### config.mk
export PLATFORM = sky130hd
export DESIGN_NAME = store_merge_unit
export DESIGN_NICKNAME = d
export VERILOG_FILES = /design/src/rtl/store_merge_unit_pkg.sv /design/src/rtl/store_merge_unit_byte_lane_merge.sv /design/src/rtl/store_merge_unit.sv
export SDC_FILE = /design/constraint.sdc
export NUM_CORES = 1
export LEC_CHECK = 0
export CAP_MARGIN = 10
export CORE_ASPECT_RATIO = 0.9
export CORE_MARGIN = 8
export CORE_UTILIZATION = 44
export CTS_CLUSTER_DIAMETER = 60
export CTS_CLUSTER_SIZE = 10
export DETAILED_ROUTE_END_ITERATION = 10
export PLACE_DENSITY = 0.78
export SYNTH_ARGS = -nofsm -noshare
export SYNTH_HDL_FRONTEND = slang
export SYNTH_HIERARCHICAL = 1
export SYNTH_SLANG_ARGS = --single-unit
### constraint.sdc
create_clock -name clk -period 2.1 [get_ports clk]
set_input_delay 0.63 -clock clk [delete_from_list [all_inputs] [get_ports clk]]
set_output_delay 0.63 -clock clk [all_outputs]
set_load 0.005 [all_outputs]
### src/rtl/store_merge_unit_pkg.sv
// store_merge_unit_pkg: shared store-size encodings, controller state encoding
// and the alignment rule used by the store merge engine.
package store_merge_unit_pkg;

    localparam logic [1:0] SIZE_WORD = 2'b00;
    localparam logic [1:0] SIZE_BYTE = 2'b01;
    localparam logic [1:0] SIZE_HALF = 2'b10;
    localparam logic [1:0] SIZE_RSVD = 2'b11;

    typedef enum logic [2:0] {
        ST_IDLE,
        ST_READ,
        ST_WAIT,
        ST_WRITE,
        ST_DONE,
        ST_ERR
    } state_t;

    // Halves need an even offset, words a 4-byte aligned one; the reserved
    // size is always rejected.
    function automatic logic is_misaligned(input logic [1:0] size, input logic [1:0] off_lo);
        return (size == SIZE_RSVD)
            || (size == SIZE_HALF && off_lo[0])
            || (size == SIZE_WORD && off_lo != 2'b00);
    endfunction

endpackage

### src/rtl/store_merge_unit_byte_lane_merge.sv
// byte_lane_merge: places right-justified store data into the byte lanes of a
// memory word starting at lane off; all other lanes keep old_word.
//   old_word in  DATA_W  word read from memory
//   data     in  DATA_W  right-justified store data
//   size     in  2       store size (word/byte/half)
//   off      in  OFF_W   starting byte lane
//   merged   out DATA_W  merged word
module byte_lane_merge #(
    parameter int DATA_W = 32,
    localparam int LANES = DATA_W / 8,
    localparam int OFF_W = $clog2(LANES)
) (
    input  logic [DATA_W-1:0] old_word,
    input  logic [DATA_W-1:0] data,
    input  logic [1:0]        size,
    input  logic [OFF_W-1:0]  off,
    output logic [DATA_W-1:0] merged
);
    import store_merge_unit_pkg::*;

    logic [2:0] nbytes;

    assign nbytes = size == SIZE_BYTE ? 3'd1 : size == SIZE_HALF ? 3'd2 : 3'd4;

    // k is the source byte for lane l; for lanes below off the subtraction
    // wraps to at least LANES-off, which an aligned access never reaches.
    for (genvar l = 0; l < LANES; l++) begin : g_lane
        logic [OFF_W-1:0] k;
        assign k = OFF_W'(l) - off;
        assign merged[l*8 +: 8] = 32'(k) < 32'(nbytes) ? data[k*8 +: 8] : old_word[l*8 +: 8];
    end

endmodule

### src/rtl/store_merge_unit.sv
// store_merge_unit: store request engine performing read-modify-write with
// byte-lane placement, misalignment rejection and completion signalling.
//   clk, reset_n           clock, asynchronous active-low reset
//   req_valid/req_ready    request handshake
//   req_addr/size/data     byte address, size code, right-justified data
//   mem_addr               word-aligned memory address
//   mem_rd/mem_wr          one-cycle read/write strobes
//   mem_wdata/mem_rdata    memory write/read data
//   done                   pulse: store committed
//   misaligned             pulse: request rejected without memory access
module store_merge_unit #(
    parameter int DATA_W = 32,
    parameter int ADDR_W = 32,
    parameter int RD_LAT = 1
) (
    input  logic              clk,
    input  logic              reset_n,
    input  logic              req_valid,
    output logic              req_ready,
    input  logic [ADDR_W-1:0] req_addr,
    input  logic [1:0]        req_size,
    input  logic [DATA_W-1:0] req_data,
    output logic [ADDR_W-1:0] mem_addr,
    output logic              mem_rd,
    output logic              mem_wr,
    output logic [DATA_W-1:0] mem_wdata,
    input  logic [DATA_W-1:0] mem_rdata,
    output logic              done,
    output logic              misaligned
);
    import store_merge_unit_pkg::*;

    localparam int OFF_W = $clog2(DATA_W / 8);
    localparam int CNT_W = $clog2(RD_LAT + 1);

    state_t            state;
    logic [1:0]        size_q;
    logic [OFF_W-1:0]  off_q;
    logic [DATA_W-1:0] data_q;
    logic [CNT_W-1:0]  cnt;
    logic [DATA_W-1:0] merged;

    byte_lane_merge #(.DATA_W(DATA_W)) u_merge (
        .old_word(mem_rdata),
        .data    (data_q),
        .size    (size_q),
        .off     (off_q),
        .merged  (merged)
    );

    // Outputs are set on the edge that enters the state they belong to, so
    // every output is a plain register decoded from no logic.
    always_ff @(posedge clk or negedge reset_n) begin
        if (!reset_n) begin
            state      <= ST_IDLE;
            req_ready  <= 1'b1;
            mem_rd     <= 1'b0;
            mem_wr     <= 1'b0;
            done       <= 1'b0;
            misaligned <= 1'b0;
            mem_addr   <= '0;
            mem_wdata  <= '0;
            size_q     <= '0;
            off_q      <= '0;
            data_q     <= '0;
            cnt        <= '0;
        end else begin
            mem_rd     <= 1'b0;
            mem_wr     <= 1'b0;
            done       <= 1'b0;
            misaligned <= 1'b0;
            case (state)
                ST_IDLE: if (req_valid) begin
                    req_ready <= 1'b0;
                    size_q    <= req_size;
                    off_q     <= req_addr[OFF_W-1:0];
                    data_q    <= req_data;
                    mem_addr  <= {req_addr[ADDR_W-1:OFF_W], {OFF_W{1'b0}}};
                    if (is_misaligned(req_size, req_addr[1:0])) begin
                        state      <= ST_ERR;
                        misaligned <= 1'b1;
                    end else if (req_size == SIZE_WORD && DATA_W == 32) begin
                        // Whole-word store: nothing to preserve, skip the read.
                        state     <= ST_WRITE;
                        mem_wr    <= 1'b1;
                        mem_wdata <= req_data;
                    end else begin
                        state  <= ST_READ;
                        mem_rd <= 1'b1;
                    end
                end
                ST_READ: begin
                    state <= ST_WAIT;
                    cnt   <= CNT_W'(RD_LAT);
                end
                ST_WAIT: if (cnt == CNT_W'(1)) begin
                    state     <= ST_WRITE;
                    mem_wr    <= 1'b1;
                    mem_wdata <= merged;
                end else begin
                    cnt <= cnt - 1'b1;
                end
                ST_WRITE: begin
                    state <= ST_DONE;
                    done  <= 1'b1;
                end
                default: begin
                    state     <= ST_IDLE;
                    req_ready <= 1'b1;
                end
            endcase
        end
    end

endmodule

==> results.py, run 1 <==
metrics = {
    "hold_path": {
        "hold_path_class": "primary input to async pin",
    },
    "cts": {
        "clock_sinks": 107,
        "cts_tree": "yes",
        "clk_pin_slew_ps": 70,
        "cts_made_buffers": 9,
        "clock_path_buffers": 2,
        "cts_root_buf": "clkbuf_16",
        "h-tree-depth": 3,
        "clk_latency_ps": 360,
    },
    "floorplanning": {
        "fp.dieArea_um2": 17350,
        "fp-row-count": 40,
        "ioPinCount": 170,
        "die_x_um": 138.0,
        "core_um2": 13210,
        "initial_core_util_pct": 44.59,
        "die_h_um": 125.8,
    },
    "drt": {
        "ant_nets": 0,
        "drtIter0Drc": 260,
        "wl_per_cell_um": 21.73,
        "dr.pass1.iters": 4,
        "drc": 0,
        "vias_per_cell": 5.491,
        "wl_um": 16010,
        "via_count": 4047,
    },
    "sta": {
        "setup_viol": 32,
        "finalSetupTns_ps": -8260,
        "slew_viol_final": 0,
        "finalCritPeriodShare_pct": 115.5,
        "rsz0062_at_grt": "yes",
        "finalHoldViolations": 0,
        "fin_crit_ps": 2425,
        "skew_ps": 11.81,
        "setup_ws_ps": -324.8,
        "max_freq_mhz": 412.4,
    },
    "final_layout": {
        "fin_area_um2": 8818,
        "area_growth_syn_to_layout_pct": 49.67,
        "final_cell_mix": "clkdlybuf4s50_1, dfrtp_1, mux2_4",
        "final_common_cell": "clkdlybuf4s50_1",
        "drive_above_1_share_pct": 44.01,
        "nNetsFinal": 669,
    },
    "synth": {
        "synth_edf_count": 0,
        "yosys.area.top_type": "dfrtp_1",
        "syn-cell-area_um2": 5892,
        "synth_ff_type": "dfrtp_1",
        "synthTopCellsByArea": "dfrtp_1, mux2_2, mux4_1",
        "ys_warn_count": 6,
        "syn_avg_cell_area_um2": 15.46,
        "synth.top_cell.area_share_pct": 45.02,
        "ys_seq_area_share_pct": 45.47,
        "synthArstFlopShare_pct": 100.0,
        "ys_seq_elements": 107,
        "yosysUniqueCellTypes": 36,
        "synth_cells": 381,
    },
    "pwr": {
        "leakage_nw": 3.708,
        "cellPowerDensity_nw_per_um2": 1806,
        "total_power_mw": 15.92,
        "vdd_ir_drop_max_mv": 0.9555,
    },
    "grt": {
        "grt_use_met3_pct": 8.943,
        "antenna_found_initial": 1,
        "grtUsageTotal_pct": 18.50,
        "grt_max_degree": 48,
        "grt_pass1_vias": 4424,
        "overflow": 0,
        "globalRouteMet2Util_pct": 28.27,
        "gr-max-usage-layer": "met2",
        "grt_use_met1_pct": 22.93,
        "grt_pass1_wl_um": 25040,
    },
    "setup_path": {
        "worstSetupStartpointType": "flop",
        "path_common_cell": "mux2_4",
        "crit_required_ps": 2340,
        "criticalPathCategory": "flop to flop",
        "cp.arrival_ps": 2660,
        "cp_cell_sequence": "inv_2 -> ha_4 -> and2b_1 -> o21ai_2 -> a31oi_4 -> buf_12 -> mux2_4 -> mux2_4 -> mux2_4",
        "end_kind": "flop",
        "cpLargestDelayFamily": "multiplexers",
        "path_buf_inv": 2,
        "cp_max_fo": 5,
        "critPathMaxStageDelay_ps": 430,
        "cp_slowest_cell": "dfrtp_1",
    },
    "status": {
        "status": "finished, violations left",
        "failed_checks": "negative setup slack",
    },
    "placement": {
        "gp_congestion": 0.8427,
        "io_buffers": 167,
        "placed_area_um2": 8158,
        "dp_hpwl_um": 11510,
        "place_ws_ps": -384.8,
    },
    "job": {
        "drv_cap": 0,
    },
}
## final cells by class
type / instances / area (µm²)
repair buffers: 197 / 2092
inverters: 4 / 20.02
clock inverters: 4 / 48.80
fillers: 953 / 4394
multi-input cells: 244 / 3506
diodes: 1 / 2.502
well taps: 168 / 210.2
clock buffers: 12 / 256.5
flip-flops and latches: 107 / 2683
## metal layers
metal,share of wire [%],up-vias
met4,1.2,0
met2,46,156
met5,0,-
met3,12,14
met1,41,2068
li1,-,1809
## metrics by stage
stage,instances,util (%),hold WS (ps)
floorplan,382,-,334.4
global placement,714,61.74,474.3
detailed placement,714,61.74,481.9
CTS,735,66.56,189.2
global route,737,66.74,198.2
finish,737,66.74,189.3
## logic make-up (layout without fill, tap and decap cells)
logic type / after synthesis / in the layout / share of synthesized area (%)
AOI/OAI and AO/OA: 20 / 20 / 2.846
xor gates and xnor gates: 1 / 1 / 0.1487
adders and majority gates: 5 / 5 / 1.062
buffers and inverters: 31 / 217 / 3.610
DFF: 107 / 107 / 45.47
muxes: 195 / 195 / 44.51
other: 1 / 3 / 0.06365
and+or+nand+nor: 21 / 21 / 2.293
## cells in the mapped netlist, types with 2 or more instances
cell type    n
mux4_1      18
buf_2       13
mux4_2      14
nand2_1      3
ha_1         5
a31oi_4      2
dfrtp_1    106
buf_4        8
inv_1        4
mux2_1       9
mux2_2     153
a21boi_0     2
nor2b_1      4
o21ai_0      3
o21bai_2     2
nor4_1       2
buf_6        4
a21oi_1      4
nor2_1       5
nor3_1       2
clkbuf_8     2
o21bai_1     2
## report_power, final
group | internal, mW | total [mW] | switching, mW | leakage [nW]
logic | 6.77 | 10.1 | 3.34 | 2.29
registers | 3.13 | 4.06 | 0.934 | 1.26
clock network | 0.989 | 1.76 | 0.769 | 0.153
total | 10.9 | 15.9 | 5.04 | 3.71
## flip-flops by register name, indices dropped and copies added, names as in the netlist
signal	flops
mem_wr	1
state	3
mem_wdata	32
off_q	2
req_ready	1
mem_addr	30
data_q	32
misaligned	1
done	1
mem_rd	1
size_q	2
cnt	1
## repair_timing
action                                 CTS  global route
cloned                                   0             0
setup endpoints to repair               32            32
gates resized for setup                 67             4
pin swaps                                9             2
endpoints found under the hold margin    0             0
buffers inserted                         5             1
hold buffers                             0             0
## path summary, 6_finish.rpt
kind / start / end / slack [ps] / cells past startpoint
worst max-delay path: size_q[0] / mem_wdata[4] / -320 / 9
worst min-delay path: reset_n / mem_wdata[29] / 190 / 1
worst max register to register: size_q[0] / mem_wdata[4] / -320 / 9
worst min register to register: mem_addr[25] / mem_addr[25] / 500 / 1
max in group asynchronous: reset_n / req_ready / 1280 / 2
min in group clk: mem_addr[25] / mem_addr[25] / 500 / 1
No activity file was read; power rests on OpenSTA's default activity.
==> run 2: changes to the inputs <==
--- a/config.mk
+++ b/config.mk
@@ -7,7 +7,6 @@
 export LEC_CHECK = 0
 export CAP_MARGIN = 10
 export CORE_ASPECT_RATIO = 0.9
-export CORE_MARGIN = 8
 export CORE_UTILIZATION = 44
 export CTS_CLUSTER_DIAMETER = 60
 export CTS_CLUSTER_SIZE = 10
==> results.py, run 2 (synthesis results as in run 1) <==
metrics = {
    "status": {
        "status": "finished, violations left",
        "failed_checks": "negative setup slack",
    },
    "grt": {
        "grtUsageTotal_pct": 23.04,
        "grt_pass1_wl_um": 23780,
        "grt_max_degree": 36,
        "antenna_found_initial": 0,
        "grt_pass1_vias": 4465,
        "overflow": 0,
    },
    "final_layout": {
        "fin_area_um2": 8857,
        "largestRegisters": "data_q x32, mem_wdata x32, mem_addr x30",
        "antenna_cells": 0,
        "nNetsFinal": 678,
        "fillers": 906,
        "final_common_cell": "clkdlybuf4s50_1",
        "drive_above_1_share_pct": 45.41,
        "area_growth_syn_to_layout_pct": 50.33,
        "final_cell_mix": "clkdlybuf4s50_1, dfrtp_1, mux2_4",
    },
    "floorplanning": {
        "die_x_um": 124.0,
        "initial_core_util_pct": 45.74,
        "ioPinCount": 170,
        "fp.dieArea_um2": 13860,
        "die_h_um": 111.8,
        "fp-row-count": 39,
        "core_um2": 12880,
    },
    "cts": {
        "clock_path_buffers": 2,
        "cts_tree": "yes",
        "cts_made_buffers": 9,
        "clk_latency_ps": 350,
        "cts_root_buf": "clkbuf_16",
        "holdBufCountCts": 0,
        "clk_pin_slew_ps": 70,
        "clock_sinks": 107,
        "h-tree-depth": 3,
    },
    "drt": {
        "vias_per_cell": 5.524,
        "ant_nets": 0,
        "wl_per_cell_um": 20.38,
        "drtIter0Drc": 206,
        "dr.pass1.iters": 4,
        "drc": 0,
        "via_count": 4093,
        "wl_um": 15100,
    },
    "setup_path": {
        "crit_required_ps": 2340,
        "r2r-start": "size_q[1]",
        "criticalPathCategory": "flop to flop",
        "end_kind": "flop",
        "cp_max_fo": 6,
        "rrSetupSlack_ps": -280,
        "r2r_cells": 9,
        "worstSetupStartpointType": "flop",
        "cp.arrival_ps": 2610,
        "r2r-end": "mem_wdata[16]",
    },
    "sta": {
        "hold_ws_ps": 251.6,
        "max_freq_mhz": 420.8,
        "finalHoldViolations": 0,
        "rsz0062_at_grt": "yes",
        "skew_ps": 5.801,
        "setup_ws_ps": -276.6,
        "worst_pin_slew_ps": 527.3,
        "finalCritPeriodShare_pct": 113.2,
        "finalSetupTns_ps": -6740,
        "fin_crit_ps": 2377,
        "slew_headroom_pct": 64.84,
        "setup_viol": 32,
        "slew_viol_final": 0,
    },
    "pwr": {
        "vdd_ir_drop_max_mv": 0.7638,
        "comb_power_share_pct": 64.8,
        "cellPowerDensity_nw_per_um2": 1794,
        "clock_power_share_pct": 10.0,
        "seqPwrFrac_pct": 25.3,
        "switching_share_pct": 31.90,
        "power.switching_mw": 5.069,
        "p_int_mw": 10.82,
        "leakage_nw": 3.749,
    },
    "placement": {
        "io_buffers": 167,
        "gp_congestion": 0.8416,
        "placed_area_um2": 8228,
        "dp_hpwl_um": 10700,
        "place_ws_ps": -380.7,
    },
    "job": {
        "drv_cap": 0,
    },
    "hold_path": {
        "hold_path_class": "primary input to async pin",
    },
}
## run 2: through the flow
step / total power [mW] / cells / util (%)
after floorplan: 9.702 / 382 / -
after CTS: 15.75 / 740 / 68.28
after global placement: 12.74 / 720 / 63.87
after detailed placement: 13.06 / 720 / 63.87
after global routing: 16.78 / 741 / 68.75
final: 15.89 / 741 / 68.75
## run 2: worst max-delay path, cell delays in order (launching register included)
cell	delay [ps]
dfrtp_2	440
inv_2	60
ha_4	190
nor3b_4	230
o21bai_2	120
a31oi_4	210
buf_12	180
mux2_4	300
mux2_4	260
mux2_4	260
## run 2: cell type report
cell class | instances | area [µm²] | area share (%)
Multi-Input combinational cell | 244 | 3521 | 39.75
Sequential cell | 107 | 2684 | 30.30
Timing Repair Buffer | 206 | 2156 | 24.34
Clock buffer | 11 | 242.7 | 2.741
Tap cell | 164 | 205.2 | 2.317
Clock inverter | 5 | 28.78 | 0.3249
Inverter | 4 | 20.02 | 0.2260
## run 2: routing by layer
layer  wire [µm]  vias to the layer above  global-route usage (%)
li1            -                     1834                       -
met5           0                        -                       0
met2        7307                      169                   37.33
met1        6223                     2066                   28.58
met4         357                        0                   9.048
met3        1211                       24                   7.121
## run 2: repair_timing
item | CTS | global route
pin swaps | 11 | 4
endpoints found under the setup margin | 32 | 32
gates cloned | 0 | 0
resized for setup | 64 | 13
setup buffers | 4 | 1
## run 2: worst max path at each step
stage           startpoint             to  cells past startpoint
2_1_floorplan    size_q[0]   mem_wdata[8]                      9
3_3_place_gp   req_size[1]  mem_wdata[19]                      5
3_5_place_dp     size_q[0]  mem_wdata[18]                     10
4_1_cts          size_q[0]  mem_wdata[20]                     10
5_1_grt          size_q[1]  mem_wdata[17]                      9
6_report         size_q[1]  mem_wdata[16]                      9
## run 2: power groups by stage
stage	Clock [mW]	Combinational, mW	Sequential (mW)
3_3_place_gp	0	8.81	3.93
3_5_place_dp	0	9.02	4.03
5_1_grt	1.70	10.9	4.19
2_1_floorplan	0	5.92	3.79
6_report	1.58	10.3	4.02
4_1_cts	1.63	10.1	4.03
==> run 3: changes to the inputs <==
--- a/config.mk
+++ b/config.mk
@@ -12,6 +12,7 @@
 export CTS_CLUSTER_SIZE = 10
 export DETAILED_ROUTE_END_ITERATION = 10
 export PLACE_DENSITY = 0.78
+export SKIP_LAST_GASP = 1
 export SYNTH_ARGS = -nofsm -noshare
 export SYNTH_HDL_FRONTEND = slang
 export SYNTH_HIERARCHICAL = 1
==> constraint.sdc (replaced) <==
create_clock -name clk -period 1.96 [get_ports clk]
set_input_delay 0.588 -clock clk [delete_from_list [all_inputs] [get_ports clk]]
set_output_delay 0.588 -clock clk [all_outputs]
set_load 0.005 [all_outputs]
==> results.py, run 3 (synthesis results as in run 1) <==
metrics = {
    "sta": {
        "rsz0062_at_grt": "yes",
        "finalCritPeriodShare_pct": 121.2,
        "skew_ps": 8.488,
        "setup_viol": 32,
        "fin_crit_ps": 2375,
        "finalSetupTns_ps": -11580,
        "hold_ws_ps": 178.5,
        "finalHoldViolations": 0,
        "setup_ws_ps": -414.9,
        "max_freq_mhz": 421.1,
        "slew_viol_final": 0,
    },
    "final_layout": {
        "antenna_cells": 0,
        "final_cell_mix": "clkdlybuf4s50_1, dfrtp_1, mux2_4",
        "nNetsFinal": 680,
        "instances_no_fill": 743,
        "post-route-util_pct": 68.68,
        "final_common_cell": "clkdlybuf4s50_1",
        "fin_area_um2": 8847,
        "largestRegisters": "data_q x32, mem_wdata x32, mem_addr x30",
        "drive_above_1_share_pct": 44.73,
        "area_growth_syn_to_layout_pct": 50.16,
    },
    "pwr": {
        "p_int_mw": 11.64,
        "total_power_mw": 16.93,
        "comb_power_share_pct": 63.3,
        "seqPwrFrac_pct": 25.5,
        "cellPowerDensity_nw_per_um2": 1914,
        "clock_power_share_pct": 11.2,
        "vdd_ir_drop_max_mv": 0.8476,
        "power.switching_mw": 5.297,
        "switching_share_pct": 31.28,
        "leakage_nw": 3.735,
    },
    "cts": {
        "cts_tree": "yes",
        "clk_pin_slew_ps": 70,
        "h-tree-depth": 3,
        "clk_latency_ps": 350,
        "clock_path_buffers": 2,
        "clock_sinks": 107,
        "holdBufCountCts": 0,
        "cts_made_buffers": 9,
        "cts_root_buf": "clkbuf_16",
    },
    "placement": {
        "post-place-cells": 723,
        "io_buffers": 167,
        "place_ws_ps": -479.1,
        "placed_area_um2": 8225,
        "dp_hpwl_um": 10590,
        "gp_congestion": 0.8134,
    },
    "setup_path": {
        "criticalPathCategory": "flop to flop",
        "cp.arrival_ps": 2620,
        "cp_max_fo": 5,
        "critPathMaxStageDelay_ps": 440,
        "cp_slowest_cell": "dfrtp_2",
        "cp_cell_sequence": "inv_2 -> ha_4 -> nor3b_4 -> o21ai_2 -> a31oi_4 -> buf_12 -> mux2_4 -> mux2_4 -> mux2_4",
        "path_common_cell": "mux2_4",
        "crit_required_ps": 2200,
        "end_kind": "flop",
        "worstSetupStartpointType": "flop",
    },
    "drt": {
        "ant_nets": 0,
        "drc": 0,
        "via_count": 4066,
        "vias_per_cell": 5.472,
        "wl_um": 14750,
        "dr.pass1.iters": 4,
        "wl_per_cell_um": 19.85,
        "drtIter0Drc": 139,
    },
    "floorplanning": {
        "fp.dieArea_um2": 13860,
        "die_x_um": 124.0,
        "core_um2": 12880,
        "ioPinCount": 170,
        "initial_core_util_pct": 45.74,
        "die_h_um": 111.8,
        "fp-row-count": 39,
    },
    "grt": {
        "antenna_found_initial": 0,
        "overflow": 0,
        "grt_pass1_wl_um": 23090,
        "grt_max_degree": 30,
        "grt_pass1_vias": 4297,
        "grtUsageTotal_pct": 22.25,
    },
    "status": {
        "failed_checks": "negative setup slack",
        "status": "finished, violations left",
    },
    "hold_path": {
        "hold_path_class": "primary input to async pin",
    },
    "job": {
        "drv_cap": 0,
    },
}
## run 3: cell count changes in the layout (fill, tap and decap cells not counted), moves of 3 or more
cell,change
mux2_2,+7
mux2_4,-7
buf_6,+4
clkinv_2,-4
buf_12,-3
## run 3: layer usage
| layer | routed length (µm) | global-route usage (%) | share of wire, % |
|---|---|---|---|
| met2 | 6897 | 34.89 | 47 |
| met3 | 1255 | 7.531 | 8.5 |
| met1 | 6295 | 28.62 | 43 |
| met5 | 0 | 0 | 0 |
| met4 | 299 | 7.778 | 2.0 |
## run 3: area by class of cell
type	count	area, µm²
Sequential cell	107	2683
Multi-Input combinational cell	244	3487
Timing Repair Buffer	208	2147
Fill cell	878	4035
Clock buffer	15	277.8
Clock inverter	1	30.03
Tap cell	164	205.2
Inverter	4	17.52
## run 3: path summary, 6_finish.rpt
path                                  start            to  slack (ps)  cells past startpoint
worst max-delay path              size_q[1]  mem_wdata[2]        -410                      9
worst min-delay path                reset_n    data_q[11]         180                      1
max in group asynchronous           reset_n      off_q[0]        1260                      2
worst min register to register  mem_addr[3]   mem_addr[3]         510                      1
worst max register to register    size_q[1]  mem_wdata[2]        -410                      9
min in group clk                mem_addr[3]   mem_addr[3]         510                      1
## run 3: timing repair
action | 4_1_cts | 5_1_grt
gates resized for setup | 44 | 26
setup buffers | 1 | 3
pin swaps | 9 | 4
setup endpoints to repair | 61 | 73
## run 3: power groups by stage
| stage | clock, mW | combinational (mW) | sequential (mW) |
|---|---|---|---|
| after detailed placement | 0 | 9.58 | 4.29 |
| final | 1.90 | 10.7 | 4.31 |
| after global routing | 2.03 | 11.3 | 4.50 |
| after global placement | 0 | 9.38 | 4.19 |
| after CTS | 1.95 | 10.3 | 4.31 |
| after floorplan | 0 | 6.34 | 4.06 |
## run 3: worst max-delay path: cells and delay by family, from the launching register on
kind,cells,cell delay [ps]
muxes,3,840
DFF,1,440
buffers and inverters,2,230
and+or+nand+nor,1,220
AOI/OAI and AO/OA,2,340
adders and majority gates,1,180
